[src/rtl/lut_pkg.sv]
// lut_pkg: shared types and helpers for the branch/address lookup table.
//   lut_state_t : table controller state (clear sweep or idle)
//   LUT_IDX_W   : default index width
//   LUT_DATA_W  : default stored entry width
//   LUT_MAX_W   : widest supported output width of the extension helper
//   lut_ext()   : sign- or zero-extends an entry of data_w bits to LUT_MAX_W bits
package lut_pkg;

  typedef enum logic {LUT_CLEAR, LUT_IDLE} lut_state_t;

  localparam int LUT_IDX_W  = 4;
  localparam int LUT_DATA_W = 10;
  localparam int LUT_MAX_W  = 64;

  // The entry arrives zero-padded to LUT_MAX_W bits; only its low data_w bits
  // are meaningful. Callers truncate the result to their own output width.
  function automatic logic [LUT_MAX_W-1:0] lut_ext(
    input logic [LUT_MAX_W-1:0] entry,
    input int                   data_w,
    input logic                 sign_ext
  );
    logic [LUT_MAX_W-1:0] low_mask;
    logic [LUT_MAX_W-1:0] sign_bit;
    logic                 fill;
    low_mask = ~({LUT_MAX_W{1'b1}} << data_w);
    sign_bit = {{(LUT_MAX_W-1){1'b0}}, 1'b1} << (data_w - 1);
    fill     = sign_ext & (|(entry & sign_bit));
    return (entry & low_mask) | ({LUT_MAX_W{fill}} & ~low_mask);
  endfunction

endpackage

[src/rtl/lut_mem.sv]
// lut_mem: 2**IDX_W x DATA_W storage array, one synchronous write port and
// one asynchronous read port. No reset; contents are established by the
// controller's clear sweep.
//   clk     : write clock
//   wr_en   : write strobe
//   wr_idx  : write index
//   wr_data : write data
//   rd_idx  : read index
//   rd_data : combinational read data at rd_idx
module lut_mem #(
  parameter int IDX_W  = 4,
  parameter int DATA_W = 10
) (
  input  logic              clk,
  input  logic              wr_en,
  input  logic [IDX_W-1:0]  wr_idx,
  input  logic [DATA_W-1:0] wr_data,
  input  logic [IDX_W-1:0]  rd_idx,
  output logic [DATA_W-1:0] rd_data
);

  logic [DATA_W-1:0] mem [2**IDX_W];

  // NOTE: the array has no reset so it maps onto plain storage cells; the
  // controller zeroes it with a sweep instead.
  always_ff @(posedge clk) begin
    if (wr_en) mem[wr_idx] <= wr_data;
  end

  assign rd_data = mem[rd_idx];

endmodule

[src/rtl/branch_lut_ctl.sv]
// branch_lut_ctl: runtime-programmable branch-target / address lookup table.
// After reset (or an Init request) a hardware sweep zeroes every entry while
// Busy is high; afterwards entries are written through the write port and read
// with one cycle of latency, extended to OUT_W bits.
//   Clk     : clock, rising edge
//   Reset   : asynchronous active-high reset
//   Init    : one-cycle request to re-clear the table (ignored during a sweep)
//   WrEn/WrIdx/WrData : write port (dropped during a sweep or with Init)
//   RdEn/RdIdx        : read request
//   RdData  : registered, extended entry
//   RdValid : RdData refreshed by a read this cycle
//   Busy    : clear sweep in progress
//   WrDrop  : a write was discarded on the previous edge
module branch_lut_ctl
  import lut_pkg::*;
#(
  parameter int IDX_W    = LUT_IDX_W,
  parameter int DATA_W   = LUT_DATA_W,
  parameter int OUT_W    = 10,
  parameter int SIGN_EXT = 1
) (
  input  logic              Clk,
  input  logic              Reset,
  input  logic              Init,
  input  logic              WrEn,
  input  logic [IDX_W-1:0]  WrIdx,
  input  logic [DATA_W-1:0] WrData,
  input  logic              RdEn,
  input  logic [IDX_W-1:0]  RdIdx,
  output logic [OUT_W-1:0]  RdData,
  output logic              RdValid,
  output logic              Busy,
  output logic              WrDrop
);

  if (OUT_W < DATA_W) begin : g_bad_out_w
    $error("branch_lut_ctl: OUT_W must be >= DATA_W");
  end
  if (OUT_W > LUT_MAX_W) begin : g_bad_max_w
    $error("branch_lut_ctl: OUT_W exceeds LUT_MAX_W");
  end

  localparam logic [IDX_W-1:0] LAST_IDX = '1;

  lut_state_t        state_q, state_d;
  logic [IDX_W-1:0]  clr_idx_q, clr_idx_d;
  logic              busy_q, busy_d;
  logic              rd_valid_q, rd_valid_d;
  logic [OUT_W-1:0]  rd_data_q, rd_data_d;
  logic              wr_drop_q, wr_drop_d;

  logic              mem_we;
  logic [IDX_W-1:0]  mem_waddr;
  logic [DATA_W-1:0] mem_wdata;
  logic [DATA_W-1:0] mem_rdata;
  logic              wr_accept;
  logic [DATA_W-1:0] rd_src;
  logic [OUT_W-1:0]  rd_ext;

  lut_mem #(
    .IDX_W  (IDX_W),
    .DATA_W (DATA_W)
  ) u_mem (
    .clk     (Clk),
    .wr_en   (mem_we),
    .wr_idx  (mem_waddr),
    .wr_data (mem_wdata),
    .rd_idx  (RdIdx),
    .rd_data (mem_rdata)
  );

  // A write is only committed in IDLE without a simultaneous Init; a matching
  // read in the same cycle sees the new data (write-first).
  assign wr_accept = (state_q == LUT_IDLE) && WrEn && !Init;
  assign rd_src    = (wr_accept && (WrIdx == RdIdx)) ? WrData : mem_rdata;
  assign rd_ext    = OUT_W'(lut_ext(LUT_MAX_W'(rd_src), DATA_W, SIGN_EXT != 0));

  // NOTE: every signal assigned here gets a default first so no path leaves
  // it unassigned and no latch is inferred.
  always_comb begin
    state_d    = state_q;
    clr_idx_d  = clr_idx_q;
    rd_valid_d = 1'b0;
    rd_data_d  = rd_data_q;
    wr_drop_d  = 1'b0;
    mem_we     = 1'b0;
    mem_waddr  = WrIdx;
    mem_wdata  = WrData;

    case (state_q)
      LUT_CLEAR: begin
        mem_we    = 1'b1;
        mem_waddr = clr_idx_q;
        mem_wdata = '0;
        clr_idx_d = clr_idx_q + IDX_W'(1);  // wraps to 0 after the last entry
        wr_drop_d = WrEn;
        if (clr_idx_q == LAST_IDX) state_d = LUT_IDLE;
      end
      LUT_IDLE: begin
        mem_we    = wr_accept;
        wr_drop_d = WrEn && Init;
        if (RdEn) begin
          rd_valid_d = 1'b1;
          rd_data_d  = rd_ext;
        end
        if (Init) begin
          state_d   = LUT_CLEAR;
          clr_idx_d = '0;
        end
      end
      default: begin
        state_d   = LUT_CLEAR;
        clr_idx_d = '0;
      end
    endcase

    busy_d = (state_d == LUT_CLEAR);
  end

  // NOTE: sequential state uses non-blocking assignments so every flop samples
  // the pre-edge values regardless of statement order.
  always_ff @(posedge Clk or posedge Reset) begin
    if (Reset) begin
      state_q    <= LUT_CLEAR;
      clr_idx_q  <= '0;
      busy_q     <= 1'b1;
      rd_valid_q <= 1'b0;
      rd_data_q  <= '0;
      wr_drop_q  <= 1'b0;
    end else begin
      state_q    <= state_d;
      clr_idx_q  <= clr_idx_d;
      busy_q     <= busy_d;
      rd_valid_q <= rd_valid_d;
      rd_data_q  <= rd_data_d;
      wr_drop_q  <= wr_drop_d;
    end
  end

  assign RdData  = rd_data_q;
  assign RdValid = rd_valid_q;
  assign Busy    = busy_q;
  assign WrDrop  = wr_drop_q;

endmodule

[config.mk]
export PLATFORM = sky130hd
export DESIGN_NAME = branch_lut_ctl
export DESIGN_NICKNAME = d
export VERILOG_FILES = /design/src/rtl/lut_pkg.sv /design/src/rtl/lut_mem.sv /design/src/rtl/branch_lut_ctl.sv
export SDC_FILE = /design/constraint.sdc
export NUM_CORES = 1
export LEC_CHECK = 0
export CAP_MARGIN = 20
export CORE_ASPECT_RATIO = 0.75
export CORE_MARGIN = 2
export CORE_UTILIZATION = 47
export DETAILED_ROUTE_END_ITERATION = 7
export DONT_BUFFER_PORTS = 1
export GPL_ROUTABILITY_DRIVEN = 0
export PLACE_DENSITY = 0.72
export SLEW_MARGIN = 20
export SYNTH_ARGS = -nofsm -noshare
export SYNTH_HDL_FRONTEND = slang
export SYNTH_SLANG_ARGS = --single-unit
[constraint.sdc]
create_clock -name Clk -period 3 [get_ports Clk]
set_input_delay 0.6 -clock Clk [delete_from_list [all_inputs] [get_ports Clk]]
set_output_delay 0.6 -clock Clk [all_outputs]
set_load 0.005 [all_outputs]
[After elaboration in Yosys (flattened, before gate mapping)]
Memories as Yosys holds them, arrays and structs flattened.
Cells that the tools add are included.
Storage, ports and cells
  register bits: 18
  RAM bits: 160
  input bits: 23
  output and inout bits: 13
  word-level logic and storage cells: 34
  memories: 1
Cells by class
  add/subtract/negate cells: 1
  equal/unequal tests: 3
  multiplexer cells: 14
  bitwise operators: 3
  reductions and logical operators: 6
Memories
  u_mem.mem: words 16, bits a word 10, read ports 1, clocked after Yosys merged registers in 0, wr ports 1, line lut_mem.sv:22  | logic [DATA_W-1:0] mem [2**IDX_W];
Operators by type and width (count)
  $mux 10: 2
  $or 10x1->10 const B: 1
  $mux 4: 2
  $pmux 4 s2: 1
  $mux 1: 6
  $pmux 1 s2: 3
  $add 4x1->4 const B: 1
  $eq 4x4->1: 1
  $eq 4x4->1 const B: 1
  $logic_and 1x1->1: 4
  $ne 2x2->1 const B: 1
  $not 1->1: 2
  $reduce_and 2->1: 1
  $logic_not 1->1: 1

[Longest topological paths before layout]
  word-level depth: 5
  gate-level depth with buffers: 7

[Hierarchy]
From an unflattened synthesis, not the netlist that was laid out.
Unflattened totals
  cell total of the unflattened synthesis: 389
  area total of the unflattened synthesis: 7205.7 um^2
By module, submodules not included
  lut_mem: instances 1, cells each 269, area an instance 6153.4 um^2
  branch_lut_ctl: instances 1, cells each 120, area an instance 1052.3 um^2

[Least setup slack after synthesis]
Ideal clock, no wire load.
  kind: flip-flop to flip-flop
  from: register state_q
  to: memory u_mem.mem[5][0], enable pin
  setup time: 0.376 ns
  arrival time: 1.798 ns
  setup slack: 0.826 ns
  stages on the path, launching flop included: 8
  buffers on the path: 2
  cells stage by stage: dfrtp_1 buf_4 clkbuf_1 nor2b_1 nand2_1 o22ai_1 nand2_1 nor2_1
On the way
  longest elaborated chain between the ends: 5
  elaborated cells between the ends (all ways): 7
  classes of those cells: mux: 4; bitwise: 1; reduce/logical: 2
Ends and longest elaborated chain
  start, declared: line branch_lut_ctl.sv:45  | lut_state_t state_q, state_d;
  start signal, assigned: line branch_lut_ctl.sv:131  | state_q <= state_d;
  $logic_and 1x1->1 (2 in a row): line branch_lut_ctl.sv:74  | assign wr_accept = (state_q == LUT_IDLE) && WrEn && !Init;
  $pmux 1 s2: line branch_lut_ctl.sv:90  | case (state_q)
  $mux 1: line lut_mem.sv:27  | if (wr_en) mem[wr_idx] <= wr_data;
  $mux 1 (implied by the code): line lut_mem.sv:27
  end, declared: line lut_mem.sv:22
Several ways; a longest one is shown, not always the timed one.

[Worst setup path in the final report]
  from: register state_q
  to: register rd_data_q[5], in the netlist RdData[5]
On the way
  longest elaborated chain between the ends: 5
  elaborated cells between the ends (all ways): 6
  classes of those cells: mux: 1; bitwise: 1; reduce/logical: 4
Ends and longest elaborated chain
  $logic_and 1x1->1 (2 in a row): line branch_lut_ctl.sv:74
  $logic_and 1x1->1: line branch_lut_ctl.sv:75  | assign rd_src = (wr_accept && (WrIdx == RdIdx)) ? WrData : mem_rdata;
  $mux 10: line branch_lut_ctl.sv:75
  $or 10x1->10: line lut_pkg.sv:28  | return (entry & low_mask) | ({LUT_MAX_W{fill}} & ~low_mask);
  end signal, assigned: line branch_lut_ctl.sv:135  | rd_data_q <= rd_data_d;
  end, declared: line branch_lut_ctl.sv:49  | logic [OUT_W-1:0] rd_data_q, rd_data_d;
Several ways; a longest one is shown, not always the timed one.
A chain may end at the register's enable or synchronous reset.

==> metrics.md <==
| Metric | Value |
|---|---|
| TritonCTS Buffers | `17` |
| CP Capture Point | `RdData[5]` |
| Total Routing Usage GR | `0.200` |
| Cell row count | `39` |
| Fin crit period | `2.47 ns` |
| Later-pin clock latency in the skew report | `0.43 ns` |
| Synth warnings | `0` |
| Slew HR | `0.313` |
| Final worst setup slack | `0.530 ns` |
| Initial DRC Count | `468` |
| Synth Instances | `362` |
| DP HPWL | `9.73 mm` |
| Reg-to-Reg Start | `state_q` |
| DR vias | `3641` |
| Status | `finished, final reports clean` |
| Share of cells above drive strength 1 | `0.185` |
| Worst-Margin Slew | `1.02 ns` |
| Final ANT Viol Nets | `0` |
| Arr. time, crit path | `2.83 ns` |
| Final setup skew | `0.00772 ns` |
| Fmax | `405 MHz` |
| P per Cell Area | `873 mW/mm2` |
| Layout Nets | `406` |
| Predominant post-synthesis flop cell | `edfxtp_1` |
| DR vias/cell | `6.07` |
| Seq cells post-synth | `178` |
| DP Worst Slack | `0.661 ns` |
| CP required | `3.36 ns` |
| DIE HEIGHT | `111 um` |
| DP Area | `0.00743 mm2` |
| Fillers | `1133` |
| Area of the multi-input gates | `0.00176 mm2` |
| Unrepaired setup endpoints after global routing | `no` |
| Design Area, Final | `0.00801 mm2` |
| Register-to-Register Path Depth | `6` |
| Seq. cell area | `0.00526 mm2` |
| Core area | `0.0151 mm2` |
| # clock sinks | `178` |
| Post-synthesis compound-gate area fraction | `0.0634` |
| Most common cell after layout, fill and taps aside | `edfxtp_1` |
| Post-synthesis xor/xnor area fraction | `0.00367` |
| Crit path max fanout | `32` |
| DRC viols | `0` |
| Number of library cell types mapped by synthesis | `41` |
| WL final | `15.4 mm` |
| Post-DR wirelength/cell | `25.6 um` |
| Leakage | `2.70 nW` |
| Reg2reg end | `RdData[5]` |
| Crit path capture type | `flop` |
| Area grow syn2layout | `11.8%` |
| Crit path from | `state_q` |
| Commonest non-fill, non-tap cells in the layout | `edfxtp_1 (160), mux4_2 (24), nor2_1 (22), a22oi_1 (20), buf_4 (19)` |
| Final Hold Fails | `0` |
| # Post-CTS Setup Buffers | `0` |
| Peak VDD IR | `0.450 mV` |
| Number of global-route vias before repair | `3665` |
| Main combinational cell family by area after synthesis | `multiplexers` |
| Sequential share of the synthesized area | `0.734` |
| Clock tree root buffer cell | `clkbuf_16` |
| Cell Area, Synth | `0.00716 mm2` |
| CTS tree | `built` |
| DIE AREA | `0.0163 mm2` |
| Syn_area_per_cell | `19.8 um2` |
| Synth Area in Simple Gates | `0.0384` |
| Worst-path clk slew | `0.06 ns` |
| FFs w/ async S/R, synth | `0.101` |
| IO Count | `36` |
| Largest net degree at the start of global routing | `43` |
| Maxcap violations | `0` |
| Syn nets | `386` |
| Drt pass-1 iters | `7` |
| Slew Limit Fails | `0` |
| Worst hold-check path type | `in2async` |
| CTS Hold Buffers Added | `0` |
| Longest Clk Path Bufs | `2` |
| Post_cts resized | `0` |
| PortBufs | `0` |
| Ant. Diodes | `0` |
| Post-synth EDFFs | `160` |
| Grt ovf | `0` |
| Post-Synth Adder-Cell Area | `0.00175` |
| Multiplexer share of the synthesized area | `0.138` |
| Internal reg-to-reg setup slack | `0.53 ns` |
| Crit Path Class | `reg2reg` |
| First-pass GRT wire length | `23.2 mm` |
| DIE WIDTH | `147 um` |
| Hold Slack | `0.203 ns` |
| Antenna violations before repair | `0` |
| Final worst path period share | `0.823` |
| Final setup fails | `0` |
| Htree depth | `4` |
| Initial core utilization | `0.475` |
| Worst setup SP type | `flop` |
| TNS Setup | `0 ns` |
worst max-delay path: stages, from the launching register on:
cell and delay, ns:
dfrtp_1 0.48, buf_4 0.34, nand2b_1 0.20, a32oi_1 0.15
a41oi_1 0.80, a21boi_1 0.29, a221o_1 0.14
how the worst min path moves through the flow:
stage | startpoint | end | slack, ns | depth (start not counted)
2_1_floorplan | clr_idx_q[3] | Busy | 0.50 | 1
3_3_place_gp | RdData[3] | RdData[3] | 0.53 | 1
3_5_place_dp | RdData[9] | RdData[9] | 0.54 | 1
4_1_cts | Reset | WrDrop | 0.20 | 1
5_1_grt | Reset | RdData[0] | 0.24 | 1
6_report | Reset | WrDrop | 0.20 | 1
sequential cells by signal, summed over array words and instances, names as in the netlist:
name,cells
u_mem.mem,160
WrDrop,1
clr_idx_q,4
state_q,1
RdData,10
Busy,1
RdValid,1
cell families (layout without fill, tap and decap cells):
kind of cell,after synthesis,after routing
DFF,178,178
AOI/OAI and AO/OA,58,58
and+or+nand+nor,56,56
muxes,43,43
buffers and inverters,23,56
xor gates and xnor gates,3,3
adders and majority gates,1,1
cell type report:
| type | count | share of cell area |
|---|---|---|
| Clock inverter | 9 | 0.0134 |
| Inverter | 5 | 0.00234 |
| Clock buffer | 23 | 0.0584 |
| Multi-Input combinational cell | 161 | 0.220 |
| Tap cell | 205 | 0.0320 |
| Sequential cell | 178 | 0.656 |
| Timing Repair Buffer | 19 | 0.0178 |
power breakdown:
part / total [W] / switching [W] / internal (W)
combinational: 0.00127 / 0.000790 / 0.000479
clock: 0.00214 / 0.000868 / 0.00127
sequential: 0.00358 / 0.000208 / 0.00337
cell usage after synthesis, drive strengths merged, types with 2 or more instances:
master  number  area share
edfxtp     160        0.67
mux4        40        0.13
nor2        22       0.012
a22oi       20       0.021
dfrtp       17       0.059
and2        12       0.010
nand2       11      0.0058
a21boi      10       0.010
a221o       10       0.014
clkbuf      10      0.0054
buf          8       0.012
inv          5      0.0026
a31oi        4      0.0035
nor2b        4      0.0035
a21oi        3      0.0021
mux2i        3      0.0042
xor2         3      0.0037
nand2b       2      0.0017
o21ai        2      0.0014
metrics by stage:
step | utilization | total power (W) | instances
2_1_floorplan | - | 0.00440 | 362
3_3_place_gp | 0.493 | 0.00480 | 568
3_5_place_dp | 0.493 | 0.00487 | 568
4_1_cts | 0.531 | 0.00701 | 600
5_1_grt | 0.531 | 0.00727 | 600
6_report | 0.531 | 0.00699 | 600
per-layer routing:
layer | vias to the layer above | GRT usage | routed length, um
met5 | - | 0 | 0
met2 | 178 | 0.298 | 7040
met1 | 1878 | 0.283 | 6570
met4 | 0 | 0.0667 | 346
met3 | 29 | 0.0650 | 1400
li1 | 1556 | - | -
No activity file was read; power rests on OpenSTA's default activity.
